==> config.mk <==
export PLATFORM = sky130hd
export DESIGN_NAME = disp_scan32
export DESIGN_NICKNAME = d
export VERILOG_FILES = /design/src/rtl/disp_scan32_pkg.sv /design/src/rtl/hex7seg.sv /design/src/rtl/disp_scan32.sv
export SDC_FILE = /design/constraint.sdc
export NUM_CORES = 1
export LEC_CHECK = 0
export BUFFER_PORTS_ARGS = -buffer_cell sky130_fd_sc_hd__clkbuf_2
export CAP_MARGIN = 20
export CORE_AREA = 2 2 90 100
export CTS_BUF_LIST = sky130_fd_sc_hd__clkbuf_8
export DETAILED_ROUTE_END_ITERATION = 16
export DIE_AREA = 0 0 92 102
export PLACE_DENSITY = 0.79
export SLEW_MARGIN = 20
export SYNTH_ARGS = -nofsm -noshare
export SYNTH_HDL_FRONTEND = slang
export SYNTH_SLANG_ARGS = --single-unit
==> constraint.sdc <==
create_clock -name clk -period 4.3 [get_ports clk]
set_input_delay 0.86 -clock clk [delete_from_list [all_inputs] [get_ports clk]]
set_output_delay 0.86 -clock clk [all_outputs]
set_load 0.03 [all_outputs]
==> src/rtl/disp_scan32_pkg.sv <==
// Shared constants for the 8-digit multiplexed seven-segment scanner.
package disp_scan32_pkg;

  localparam int NUM_DIGITS = 8;

  // Active-low segment codes {dp,g,f,e,d,c,b,a}, decimal point off.
  localparam logic [7:0] SEG_0 = 8'hC0;
  localparam logic [7:0] SEG_1 = 8'hF9;
  localparam logic [7:0] SEG_2 = 8'hA4;
  localparam logic [7:0] SEG_3 = 8'hB0;
  localparam logic [7:0] SEG_4 = 8'h99;
  localparam logic [7:0] SEG_5 = 8'h92;
  localparam logic [7:0] SEG_6 = 8'h82;
  localparam logic [7:0] SEG_7 = 8'hF8;
  localparam logic [7:0] SEG_8 = 8'h80;
  localparam logic [7:0] SEG_9 = 8'h90;
  localparam logic [7:0] SEG_A = 8'h88;
  localparam logic [7:0] SEG_B = 8'h83;
  localparam logic [7:0] SEG_C = 8'hC6;
  localparam logic [7:0] SEG_D = 8'hA1;
  localparam logic [7:0] SEG_E = 8'h86;
  localparam logic [7:0] SEG_F = 8'h8E;

  // All segments dark / no digit selected.
  localparam logic [7:0] SEG_BLANK = 8'hFF;
  localparam logic [7:0] AN_OFF    = 8'hFF;

endpackage

==> src/rtl/hex7seg.sv <==
// Combinational hex nibble to active-low seven-segment decoder (no dp).
module hex7seg
  import disp_scan32_pkg::*;
(
  input  logic [3:0] nibble,
  output logic [6:0] seg7
);

  // Table lookup of the segment pattern for one hex digit.
  always_comb begin
    // NOTE: a default before the case keeps every path assigned, so no latch is inferred.
    seg7 = SEG_BLANK[6:0];
    case (nibble)
      4'h0: seg7 = SEG_0[6:0];
      4'h1: seg7 = SEG_1[6:0];
      4'h2: seg7 = SEG_2[6:0];
      4'h3: seg7 = SEG_3[6:0];
      4'h4: seg7 = SEG_4[6:0];
      4'h5: seg7 = SEG_5[6:0];
      4'h6: seg7 = SEG_6[6:0];
      4'h7: seg7 = SEG_7[6:0];
      4'h8: seg7 = SEG_8[6:0];
      4'h9: seg7 = SEG_9[6:0];
      4'hA: seg7 = SEG_A[6:0];
      4'hB: seg7 = SEG_B[6:0];
      4'hC: seg7 = SEG_C[6:0];
      4'hD: seg7 = SEG_D[6:0];
      4'hE: seg7 = SEG_E[6:0];
      4'hF: seg7 = SEG_F[6:0];
      default: seg7 = SEG_BLANK[6:0];
    endcase
  end

endmodule

==> src/rtl/disp_scan32.sv <==
// 8-digit multiplexed hex display scanner with per-frame input snapshot,
// per-digit blink and decimal points. Outputs are registered, active-low.
module disp_scan32
  import disp_scan32_pkg::*;
#(
  parameter int SCAN_DIV     = 50000,
  parameter int BLINK_FRAMES = 64
) (
  input  logic                  clk,
  input  logic                  rst_n,
  input  logic                  en,
  input  logic [31:0]           data,
  input  logic [NUM_DIGITS-1:0] blink,
  input  logic [NUM_DIGITS-1:0] point,
  output logic [NUM_DIGITS-1:0] an,
  output logic [7:0]            seg
);

  localparam int PW = $clog2(SCAN_DIV);
  localparam int FW = (BLINK_FRAMES > 1) ? $clog2(BLINK_FRAMES) : 1;

  logic [PW-1:0]         pcnt;
  logic [2:0]            idx;
  logic [FW-1:0]         fcnt;
  logic                  phase;

  logic [31:0]           snap_data;
  logic [NUM_DIGITS-1:0] snap_blink;
  logic [NUM_DIGITS-1:0] snap_point;

  logic                  tick;
  logic                  frame_wrap;
  logic                  last_frame;
  logic                  snap_load;

  logic [31:0]           cur_data;
  logic [NUM_DIGITS-1:0] cur_blink;
  logic [NUM_DIGITS-1:0] cur_point;
  logic [3:0]            nibble;
  logic [6:0]            hex_seg;
  logic                  blank;
  logic                  dp_on;
  logic [NUM_DIGITS-1:0] an_next;
  logic [7:0]            seg_next;

  assign tick       = (pcnt == PW'(SCAN_DIV - 1));
  assign frame_wrap = tick && (idx == 3'd7);
  assign last_frame = (fcnt == FW'(BLINK_FRAMES - 1));
  assign snap_load  = (pcnt == '0) && (idx == 3'd0);

  // Free-running prescaler, digit index, frame counter and blink phase.
  always_ff @(posedge clk) begin
    // NOTE: sequential state uses non-blocking assignments so every register samples pre-edge values.
    if (!rst_n) begin
      pcnt  <= '0;
      idx   <= 3'd0;
      fcnt  <= '0;
      phase <= 1'b0;
    end else begin
      pcnt <= tick ? '0 : pcnt + 1'b1;
      if (tick) idx <= idx + 3'd1;
      if (frame_wrap) begin
        if (last_frame) begin
          fcnt  <= '0;
          phase <= ~phase;
        end else begin
          fcnt <= fcnt + 1'b1;
        end
      end
    end
  end

  // Capture the inputs once per frame so a frame never mixes old and new values.
  always_ff @(posedge clk) begin
    // NOTE: these are a handful of flops, not a memory array, so they take an explicit reset value.
    if (!rst_n) begin
      snap_data  <= '0;
      snap_blink <= '0;
      snap_point <= '0;
    end else if (snap_load) begin
      snap_data  <= data;
      snap_blink <= blink;
      snap_point <= point;
    end
  end

  // The digit-0 output of a frame is computed on the load cycle itself, so it
  // takes the value being captured; all later digits read the held snapshot.
  always_comb begin
    cur_data  = snap_load ? data  : snap_data;
    cur_blink = snap_load ? blink : snap_blink;
    cur_point = snap_load ? point : snap_point;
    nibble    = cur_data[{idx, 2'b00} +: 4];
  end

  hex7seg u_hex7seg (
    .nibble (nibble),
    .seg7   (hex_seg)
  );

  // Anode select, blanking and decimal point for the current digit.
  always_comb begin
    blank    = cur_blink[idx] & phase;
    dp_on    = cur_point[idx] & ~blank;
    an_next  = AN_OFF;
    seg_next = SEG_BLANK;
    if (en) begin
      an_next  = ~(NUM_DIGITS'(1) << idx);
      seg_next = blank ? SEG_BLANK : {~dp_on, hex_seg};
    end
  end

  // Registered display drive, one cycle behind idx and snapshot.
  always_ff @(posedge clk) begin
    if (!rst_n) begin
      an  <= AN_OFF;
      seg <= SEG_BLANK;
    end else begin
      an  <= an_next;
      seg <= seg_next;
    end
  end

endmodule

==> reports/results.tsv <==
stage	metric	value	unit
worst_setup_path	Reg2Reg Depth	14	
min_path	Hold Path Class	reg2reg	
min_path	Hold Path Stages	1	
floorplanning	chip height	102	µm
synthesis	Yosys top cell area share	40.1	%
synthesis	syn_area_per_cell	9.76	µm²
sta	Slew headroom	31.6	%
synthesis	asr flop ratio synth	0	%
synthesis	Synth area leader	dfxtp_1	
min_path	Hold Path Sink	pcnt[0]	
synthesis	Synth Warn #	0	
cells_and_area	area grow syn2layout	13.0	%
clock_network	Post-CTS Hold Buffers	0	
routing	vias per cell	5.35	
global_route	Total GRT Usage	20.2	%
clock_network	postcts setup bufs	0	
synthesis	sequential fraction of the synthesis area	40.1	%
cells_and_area	layout cells sized above 1	21.9	%
routing	drt drc	0	
worst_setup_path	CP startpoint kind	register	
placed_design	dpl cells	621	
cells_and_area	Finished Cell Area	5070	µm²
clock_network	Worst-path clk slew	0.09	ns
run_status	outcome	completed	
floorplanning	Initial Util	54.0	%
global_route	vias in the first global route	3290	
synthesis	flops & latches, synth	90	
synthesis	main area contributors after synthesis	dfxtp_1 (40%), mux2i_1 (12%), nor2b_1 (6.8%)	
global_route	antenna violations before repair	0	
clock_network	clock root cell	clkbuf_8	
sta	Final setup viols	0	
flow_run	Max Cap Viol	0	
placed_design	RePlAce Congestion	0.800	
floorplanning	die area	9380	µm²
worst_setup_path	Worst Path Arrival	3.98	ns
placed_design	DPL Wire Length	6590	µm
cells_and_area	most common cell after layout, fill and taps aside	dfxtp_1	
placed_design	post-place instance area	4870	µm²
floorplanning	IO Pins	67	
cells_and_area	fillers	712	
worst_setup_path	FF-to-FF End	seg[3]	
placed_design	number of port buffers	66	
clock_network	CTS Buffer Depth	2	
worst_setup_path	slowest cell on the critical path	nor2_4	
global_route	wire length of the first global-routing pass	15200	µm
worst_setup_path	Worst path top cell family by delay	simple AND/OR/NAND/NOR gates	
sta	post-route minimum period	3.74	ns
clock_network	CTS H-tree lvls	3	
sta	Tcrit/Tclk final	86.9	%
clock_network	latest clock arrival within the worst-skew pair	0.35	ns
sta	f_max	268	MHz
global_route	largest net degree at the start of global routing	60	
clock_network	TritonCTS clock tree	done	
clock_network	Resized cells post-CTS	0	
sta	RSZ-0062 raised after global routing	no	
sta	Final Skew	0.0101	ns
pwr	pwr/cell area	360	nW/µm²
synthesis	Synth Flop Type	dfxtp_1	
sta	Final Hold Viols	0	
min_path	hold_sp	pcnt[0]	
routing	DR pass1 iterations	4	
worst_setup_path	largest stage delay on the critical path	0.43	ns
cells_and_area	commonest non-fill, non-tap cells in the layout	dfxtp_1 (90), clkbuf_2 (66), nand2_1 (65), mux2i_1 (52), nor2b_1 (49)	
routing	final wirelength	9250	µm
worst_setup_path	Buf/Inv on CP	3	
routing	DR WL/cell	14.5	µm
sta	Slew @ Worst Pin	1.02	ns
routing	DRT antenna net count	0	
routing	Via Count	3410	
cells_and_area	nets	587	
worst_setup_path	Reg2Reg Setup Slack	0.56	ns
pwr	worst vdd ir	274	µV
cells_and_area	Ant. Diodes	0	
clock_network	clk sinks	90	
sta	setup_tns	0	ns
synthesis	Mapped Area	4490	µm²
clock_network	number of buffers created by CTS	9	
routing	Initial DRC Count	181	
pwr	Final Power	1.83	mW
sta	Pins Over Slew Limit	0	
worst_setup_path	critical path data required time	4.54	ns
pwr	Pleak	2.19	nW
synthesis	EDFF count, synth	0	
floorplanning	core box area	8320	µm²
worst_setup_path	Setup CP Type	reg2reg	
synthesis	Syn Nets	526	
worst_setup_path	critical path capture point type	register	
synthesis	Synth cell types	54	
global_route	gr ovfl total	0	
floorplanning	die width	92	µm
worst_setup_path	CP Max Fanout	15	
cells_and_area	Final Non-Filler Cells	637	
worst_setup_path	R2R Path Start	idx[1]	
worst_setup_path	crit path cell chain	clkinv_1, ha_1, nor2b_1, nand4_4, nor2_4, buf_4, mux4_2, nand2_1, and4_1, inv_1, ha_1, mux2_2, mux2i_1, nand2_1	
floorplanning	std cell rows	35	
synthesis	Post-Syn Instances	460	
## state kept, by name, indices dropped and copies added (netlist names)
register    cells
an              8
fcnt            6
idx             3
pcnt           16
phase           1
seg             8
snap_blink      8
snap_data      32
snap_point      8
## final cells by class
class | instances | area, µm² | area share [%]
clock buffers | 10 | 138 | 2.71
clock inverters | 6 | 65.1 | 1.28
inverters | 14 | 52.6 | 1.04
multi-input cells | 334 | 2500 | 49.3
flip-flops and latches | 90 | 1800 | 35.5
well taps | 111 | 139 | 2.74
repair buffers | 72 | 375 | 7.40
## worst register-to-register path, stage by stage (launching register included)
cell and delay (ns):
dfxtp_1 0.37, clkinv_1 0.21, ha_1 0.24, nor2b_1 0.27, nand4_4 0.22, nor2_4 0.43
buf_4 0.29, mux4_2 0.32, nand2_1 0.10, and4_1 0.29, inv_1 0.12, ha_1 0.24
mux2_2 0.29, mux2i_1 0.16, nand2_1 0.08
## Yosys cell counts (2+ instances only)
cell,n
buf_6,3
a22oi_1,10
o211ai_1,2
mux4_2,10
and2_1,5
buf_2,6
nand4_1,2
nor2_1,32
nand3_1,12
ha_1,15
dfxtp_1,90
nor2b_1,49
xor2_1,9
inv_1,12
a211oi_1,8
o221ai_1,2
and3_1,7
o21ai_0,9
clkbuf_1,8
nor4_4,2
nor3_1,2
mux2_2,3
mux4_1,2
xnor2_1,12
a21oi_1,2
buf_1,3
mux2i_1,52
nand2_1,65
## worst max path at each step
| stage | startpoint | to | slack, ns | cells after the start |
|---|---|---|---|---|
| 5_1_grt | idx[1] | seg[3] | 0.27 | 14 |
| 4_1_cts | idx[1] | seg[3] | 0.58 | 14 |
| 6_report | idx[1] | seg[3] | 0.56 | 14 |
| 3_3_place_gp | idx[1] | seg[3] | 0.84 | 14 |
| 3_5_place_dp | idx[1] | seg[3] | 0.65 | 14 |
| 2_1_floorplan | idx[0] | seg[1] | 0.95 | 15 |
## report_power, final
group          internal [mW]  total [mW]  switching [mW]  leakage [nW]
registers              0.885       0.907          0.0216         0.738
clock network          0.286       0.583           0.298         0.103
logic                  0.160       0.336           0.177          1.35
## logic make-up after synthesis
group | synth area share, %
compound gates | 6.13
xor+xnor | 4.10
fa+ha+maj | 4.18
buf+inv | 4.12
flops | 40.1
mux | 18.5
simple gates | 22.8
## stage by stage
stage / utilization, % / setup slack [ns] / hold slack (ns)
2_1_floorplan: - / 0.954 / 0.426
3_3_place_gp: 58.5 / 0.839 / 0.435
3_5_place_dp: 58.5 / 0.648 / 0.445
4_1_cts: 61.0 / 0.585 / 0.479
5_1_grt: 61.0 / 0.269 / 0.508
6_report: 61.0 / 0.564 / 0.474
## metal layers
| layer | GRT usage (%) | share of wire, % |
|---|---|---|
| met5 | 0 | 0 |
| met4 | 6.54 | 1.5 |
| met3 | 3.39 | 4.1 |
| met2 | 35.8 | 50 |
| met1 | 25.4 | 45 |
Note: power is estimated with default switching activity, not from simulation.
